[src/rtl/aes_host_cfg_master.sv]
// AHB-Lite initiator that programs one AES accelerator job through its slave
// register window, starts it, and polls the status register until the job
// reports done or error. All bus and status outputs are registered.
module aes_host_cfg_master #(
    parameter logic [31:0] BASE_ADDR = 32'h0000_0000,
    parameter int unsigned POLL_GAP  = 4
) (
    input  logic         hclk,
    input  logic         hrst,
    input  logic         go,
    input  logic [127:0] key_in,
    input  logic [31:0]  src_addr,
    input  logic [31:0]  dst_addr,
    input  logic [31:0]  size_in,
    output logic [31:0]  haddr,
    output logic [1:0]   htrans,
    output logic         hwrite,
    output logic [31:0]  hwdata,
    input  logic [31:0]  hrdata,
    input  logic         hready,
    input  logic         hresp,
    output logic         busy,
    output logic         done,
    output logic         err
);

    typedef enum logic [2:0] {
        S_IDLE,
        S_ADDR,
        S_DATA,
        S_GAP,
        S_FIN,
        S_FAIL
    } state_t;

    localparam logic [1:0] HTRANS_IDLE   = 2'b00;
    localparam logic [1:0] HTRANS_NONSEQ = 2'b10;
    localparam logic [3:0] IDX_STATUS    = 4'd8;
    localparam logic [7:0] GAP_LAST      = 8'(POLL_GAP - 1);

    state_t       state_q, state_d;
    logic [3:0]   idx_q, idx_d;
    logic [7:0]   gap_q, gap_d;

    logic [127:0] key_q;
    logic [31:0]  src_q, dst_q, size_q;

    logic [31:0]  haddr_d, hwdata_d;
    logic [1:0]   htrans_d;
    logic         hwrite_d, busy_d, done_d, err_d;

    // Only the two status bits of a read are meaningful.
    logic         unused_hrdata;
    assign unused_hrdata = ^hrdata[31:2];

    // Register-map write payload for sequence index i (index 7 is the start command).
    function automatic logic [31:0] reg_word(input logic [3:0]   i,
                                             input logic [127:0] k,
                                             input logic [31:0]  s,
                                             input logic [31:0]  d,
                                             input logic [31:0]  z);
        logic [31:0] w;
        case (i)
            4'd0:    w = s;
            4'd1:    w = d;
            4'd2:    w = k[127:96];
            4'd3:    w = k[95:64];
            4'd4:    w = k[63:32];
            4'd5:    w = k[31:0];
            4'd6:    w = z;
            default: w = 32'h0000_0001;
        endcase
        return w;
    endfunction

    // Job parameters are frozen on an accepted go so input changes mid-job are harmless.
    always_ff @(posedge hclk) begin
        if (state_q == S_IDLE && go) begin
            key_q  <= key_in;
            src_q  <= src_addr;
            dst_q  <= dst_addr;
            size_q <= size_in;
        end
    end

    // Control state and registered outputs.
    always_ff @(posedge hclk) begin
        if (hrst) begin
            state_q <= S_IDLE;
            idx_q   <= 4'd0;
            gap_q   <= 8'd0;
            haddr   <= 32'h0;
            htrans  <= HTRANS_IDLE;
            hwrite  <= 1'b0;
            hwdata  <= 32'h0;
            busy    <= 1'b0;
            done    <= 1'b0;
            err     <= 1'b0;
        end else begin
            state_q <= state_d;
            idx_q   <= idx_d;
            gap_q   <= gap_d;
            haddr   <= haddr_d;
            htrans  <= htrans_d;
            hwrite  <= hwrite_d;
            hwdata  <= hwdata_d;
            busy    <= busy_d;
            done    <= done_d;
            err     <= err_d;
        end
    end

    // Next-state: write sequence, status poll, and gap countdown between polls.
    always_comb begin
        state_d = state_q;
        idx_d   = idx_q;
        gap_d   = gap_q;
        case (state_q)
            S_IDLE: begin
                if (go) begin
                    state_d = S_ADDR;
                    idx_d   = 4'd0;
                end
            end
            S_ADDR: state_d = S_DATA;
            S_DATA: begin
                if (hready) begin
                    if (hresp) begin
                        state_d = S_FAIL;
                    end else if (idx_q != IDX_STATUS) begin
                        idx_d   = idx_q + 4'd1;
                        state_d = S_ADDR;
                    end else begin
                        case (hrdata[1:0])
                            2'b10:   state_d = S_FIN;
                            2'b11:   state_d = S_FAIL;
                            default: begin
                                state_d = S_GAP;
                                gap_d   = 8'd0;
                            end
                        endcase
                    end
                end
            end
            S_GAP: begin
                if (gap_q == GAP_LAST) begin
                    state_d = S_ADDR;
                    gap_d   = 8'd0;
                end else begin
                    gap_d = gap_q + 8'd1;
                end
            end
            S_FIN, S_FAIL: begin
                state_d = S_IDLE;
                idx_d   = 4'd0;
            end
            default: state_d = S_IDLE;
        endcase
    end

    // Output decode from the upcoming state so every output leaves a flop.
    always_comb begin
        haddr_d  = 32'h0;
        htrans_d = HTRANS_IDLE;
        hwrite_d = 1'b0;
        hwdata_d = 32'h0;
        busy_d   = (state_d != S_IDLE);
        done_d   = (state_d == S_FIN);
        err_d    = (state_d == S_FAIL);
        case (state_d)
            S_ADDR: begin
                haddr_d  = BASE_ADDR + {26'd0, idx_d, 2'b00};
                htrans_d = HTRANS_NONSEQ;
                hwrite_d = (idx_d < IDX_STATUS);
            end
            S_DATA: begin
                haddr_d  = BASE_ADDR + {26'd0, idx_d, 2'b00};
                hwrite_d = (idx_d < IDX_STATUS);
                if (idx_d < IDX_STATUS)
                    hwdata_d = reg_word(idx_d, key_q, src_q, dst_q, size_q);
            end
            default: ;
        endcase
    end

endmodule

[config.mk]
export PLATFORM = sky130hd
export DESIGN_NAME = aes_host_cfg_master
export DESIGN_NICKNAME = d
export VERILOG_FILES = /design/src/rtl/aes_host_cfg_master.sv
export SDC_FILE = /design/constraint.sdc
export NUM_CORES = 1
export LEC_CHECK = 0
export CAP_MARGIN = 20
export CORE_UTILIZATION = 43
export CTS_CLUSTER_SIZE = 8
export DETAILED_ROUTE_END_ITERATION = 8
export GPL_ROUTABILITY_DRIVEN = 0
export PLACE_DENSITY = 0.75
export SLEW_MARGIN = 20
export SYNTH_ARGS = -nofsm -noshare
export SYNTH_HDL_FRONTEND = slang
export SYNTH_SLANG_ARGS = --single-unit
[constraint.sdc]
create_clock -name hclk -period 12.9 [get_ports hclk]
set_clock_uncertainty 0.05 [all_clocks]
set_input_delay 2.58 -clock hclk [delete_from_list [all_inputs] [get_ports hclk]]
set_output_delay 2.58 -clock hclk [all_outputs]
set_load 0.01 [all_outputs]
======== After elaboration in Yosys (flattened, before gate mapping) ========
Cells that the tools add are included.
word-level totals
  input port bits ......................... 261
  output and inout bits ................... 70
  register bits after elaboration ......... 309
cells by class
  add/subtract/negate cells ............... 2
  multiplexer cells ....................... 20
  bitwise operators ....................... 3
  magnitude comparators ................... 1
  reduce and logical (&&, ||, !) cells .... 11
  equal/unequal tests ..................... 23
operator list
  operator             count
  $pmux 32 s7          1
  $mux 8               5
  $mux 4               4
  $pmux 8 s2           1
  $mux 3               5
  $eq 3x3->1 const B   4
  $eq 4x3->1 const B   3
  $pmux 3 s4           1
  $pmux 4 s3           1
  $eq 3x2->1 const B   3
  $add 8x1->8 const B  1
  $eq 4x2->1 const B   2
  $eq 8x2->1 const B   1
  $ne 2x2->1 const B   4
  $reduce_or 2->1      4
  $eq 3x1->1 const B   2
  $pmux 3 s2           1
  $reduce_and 5->1     1
  $add 4x1->4 const B  1
  $eq 2x2->1 const B   2
  $eq 4x1->1 const B   1
  $logic_not 4->1      1
  $lt 4x4->1 const B   1
  $ne 4x4->1 const B   1
  other kinds (7)      9

======== Depth between registers and ports, before layout ========
  word-level depth ........................ 10
  gate-level depth with buffers ........... 10

======== Worst setup path before layout ========
No wires, ideal clock.
  kind .................................... in2reg
  start point ............................. input port go
  end point ............................... register dst_q[0], enable pin
  setup time .............................. 0.813 ns
  stages on the path ...................... 2
  buffers on the path ..................... 0
  data arrival time ....................... 12.340 ns
  slack ................................... -0.303 ns
  cells stage by stage .................... or3b_2 -> nor2_1
between the ends
  cells in the longest elaborated chain, start to end .. 1
RTL lines
  what                  RTL line  text
  from (decl)           10        input logic go,
  $logic_and 1x1->1     78        if (state_q == S_IDLE && go) begin
  to (signal assigned)  81        dst_q <= dst_addr;
  to (decl)             46        logic [31:0] src_q, dst_q, size_q;
Every way passes these cells.
A chain may end at the register's enable or synchronous reset.

======== Final worst setup path ========
  start point ............................. input port go
  end point ............................... register hwdata[24]
between the ends
  cells in the longest elaborated chain, start to end .. 5
RTL lines
  what                                             RTL line  text
  $mux 4 / $mux 3 (equally long branches)          120       if (go) begin
  $pmux 4 s3 / $pmux 3 s4 (equally long branches)  118       case (state_q)
  $lt 4x4->1 / $eq 3x2->1 (equally long branches)  179, 170
  $not 1->1 (no line)                              n/a
  $reduce_or 3->1 (no line)                        n/a
  to (signal assigned)                             106       hwdata <= hwdata_d;
  to (decl)                                        18        output logic [31:0] hwdata,
Several ways; a longest one is shown, not always the timed one.

==> run_results.csv <==
group,metric,value,unit
status,outcome,"finished clean",
worst_hold_path,holdCritPathClass,"flip-flop to flip-flop",
die,rows,58,
clock_tree,ctsResizeCount,0,
synth,netlist_area,11200,um2
global_routing,grt_pass1_wl,45300,um
power_and_ir_drop,seqPwrFrac,48.6,%
routing,wl_per_cell,21.2,um
critical_path,required,13.29,ns
die,chipHeight,164,um
critical_path,crit_chain,"clkdlybuf4s50_1 > nor2b_1 > or4_2 > nand2_2 > nor4_4 > a222oi_1 > a21oi_1",
sta,setup_viol,0,
critical_path,crit_start,"go",
clock_tree,cts_tree,"done",
global_routing,antenna_found_initial,3,
critical_path,reg2reg_slack,9.23,ns
worst_hold_path,hold_depth,2,
die,dieArea,26800,um2
sta,fin_ws,7.11,ns
sta,min_period,5.79,ns
routing,vias_per_cell,5.49,
routing,wl,30500,um
critical_path,critical_path_class,"primary input to flip-flop",
synth,yosysWarningCount,0,
die,core,25400,um2
synth,syn-mean-instance-area,13.9,um2
synth,synth_most_common_cell,"edfxtp_1",
placed_design,hpwl,19400,um
clock_tree,cts_hold_buf,0,
clock_tree,worstSkewPairLatency,0.52,ns
global_routing,grt-ovfl-total,0,
clock_tree,htree_levels,2,
critical_path,critPathCaptureType,"flip-flop",
synth,yosys.area.top_type_share,59.9,%
power_and_ir_drop,intPower,1.73,mW
synth,synthCells,807,
layout,drive_above_1_share,9.62,%
synth,synth_edf_count,224,
sta,tightestPinTransition,1.06,ns
routing,num_vias,7874,
routing,ant_nets,0,
critical_path,reg2regPathDepth,5,
clock_tree,clock-sinks,280,
critical_path,timing.rr.end,"hwdata[30]$_SDFF_PP0_",
sta,slew_headroom,29.6,%
worst_hold_path,min-delay-start,"key_q[53]$_DFFE_PP_",
clock_tree,clkTransAtPathRegs,0.05,ns
critical_path,cp.arrival,6.18,ns
die,start_util,44.2,%
power_and_ir_drop,p_leak,5.62,nW
sta,setup_tns,0,ns
critical_path,path_max_fanout,41,
clock_tree,cts_root_buf,"clkbuf_16",
routing,firstDrtPassIters,8,
synth,synth.area.top_cells,"edfxtp_1 (60%), dfxtp_1 (10%), and3_1 (3.7%)",
die,io_pins,331,
power_and_ir_drop,swShare,21.5,%
sta,hold_viol,0,
sta,rsz0062_at_grt,"false",
critical_path,critPathLaunchType,"primary input",
placed_design,portBuffers,271,
global_routing,grt_pass1_vias,8030,
global_routing,grt_usage,22.7,%
power_and_ir_drop,clkPwrFrac,43.4,%
routing,drc,0,
synth,ys.flop_type,"edfxtp_1",
die,die_w,164,um
clock_tree,cts_setup_buffers,0,
sta,clock.fmax,0.173,GHz
synth,synth_common_cells,"edfxtp_1 (224), and3_1 (66), dfxtp_1 (56)",
layout,fillers,2017,
routing,drtIter0Drc,747,
placed_design,dp_slack,6.42,ns
critical_path,worstReg2RegStart,"state_q[0]$_SDFF_PP0_",
layout,finish.net_count,1338,
power_and_ir_drop,pwr-share-comb,8.1,%
layout,area_growth,35.8,%
worst_hold_path,min_to,"hwdata[21]$_SDFF_PP0_",
critical_path,max_stage_delay,0.85,ns
global_routing,grt_max_degree,83,
clock_tree,ctsLongestPathBuffers,3,
synth,synthArstFlopShare,0,%
synth,ys_seq_elements,280,
clock_tree,cts_made_buffers,40,
power_and_ir_drop,ir_drop,0.116,mV
critical_path,cpMaxStageDelayCell,"or4_2",
synth,ys_types,64,
sta,fin_crit_sh,44.8,%
power_and_ir_drop,p_sw,0.475,mW
synth,synth_largest_area_cell,"edfxtp_1",
power_and_ir_drop,cellPowerDensity,144,nW/um2
sta,drv_slew,0,
synth,ys_seq_area_share,69.9,%
run,cap_violations,0,
==> cell usage in the layout, fill, tap and decap left out, types with 7 or more instances in the layout <==
master	synthesis	routed
o211ai_1	15	15
edfxtp_1	224	224
a222oi_1	7	7
a21oi_1	35	35
buf_4	33	10
a31oi_1	20	20
nand2_1	25	24
a211o_1	13	13
nor2_1	29	27
clkbuf_1	29	27
nand3_1	49	49
and3_1	66	66
o21ai_0	52	52
clkdlybuf4s50_1	0	271
conb_1	1	29
dfxtp_1	56	56
o21ai_1	10	10
mux2_2	22	22
mux2i_1	15	14
clkbuf_16	0	40
==> layer usage <==
metal	GRT usage, %	vias up	wire length [um]
met5	0	-	0
met3	5.18	68	2510
met2	38.5	432	15000
met1	27.8	3780	11900
li1	-	3594	-
met4	9.51	0	1020
==> worst max-delay path by stage <==
stage | endpoint | depth (start not counted)
2_1_floorplan | dst_q[0]$_DFFE_PP_ | 2
3_3_place_gp | hwdata[28]$_SDFF_PP0_ | 7
3_5_place_dp | hwdata[9]$_SDFF_PP0_ | 7
4_1_cts | hwdata[9]$_SDFF_PP0_ | 7
5_1_grt | hwdata[28]$_SDFF_PP0_ | 8
6_report | hwdata[24]$_SDFF_PP0_ | 7
==> worst max-delay path: cells and delay by family <==
family / cells / cell delay [ns]
buffers and inverters: 1 / 0.50
AND/OR/NAND/NOR: 4 / 2.58
AO/OA/AOI/OAI: 2 / 0.48
==> area by class of cell <==
class                      instances  area [um2]  share of cell area, %
clock inverter                     3        45.0                  0.295
timing repair buffer             281        2790                   18.3
antenna                            3        7.51                 0.0492
clock buffer                      67        1100                   7.23
multi-input combinational        465        3030                   19.8
sequential                       280        7850                   51.5
inverter                           6        22.5                  0.148
tap                              330         413                   2.71
==> power by group through the flow <==
stage | Combinational [mW] | Clock (mW) | Sequential (mW)
floorplan | 0.0769 | 0 | 1.09
global placement | 0.174 | 0 | 1.08
detailed placement | 0.177 | 0 | 1.09
CTS | 0.179 | 0.971 | 1.07
global route | 0.191 | 1.01 | 1.07
finish | 0.178 | 0.955 | 1.07
==> cells by family (layout without fill, tap and decap cells) <==
logic type	after synthesis	after routing	synth area share, %
AO/OA/AOI/OAI	182	182	10.5
XOR/XNOR	7	7	0.546
adder cells (fa/ha/maj)	3	3	0.334
buffers and inverters	90	357	4.47
flip-flops	280	280	69.9
multiplexers	38	38	3.68
other	1	32	0.0334
AND/OR/NAND/NOR	206	206	10.5
==> state kept, by name, indices dropped and copies added, names as in the netlist <==
register	cells
key_q	128
dst_q	32
hwdata	32
size_q	32
src_q	32
gap_q	8
haddr	4
idx_q	4
state_q	3
busy	1
done	1
err	1
htrans	1
hwrite	1
==> stage by stage <==
step	area [um2]	hold slack, ns	instances	total power [mW]	utilization (%)
floorplan	11300	0.427	835	1.17	-
global placement	14100	0.432	1361	1.26	55.5
detailed placement	14100	0.444	1361	1.26	55.5
CTS	15200	0.456	1431	2.22	60.0
global route	15300	0.472	1435	2.27	60.0
finish	15300	0.448	1435	2.20	60.0
(Power assumes the default switching activity.)
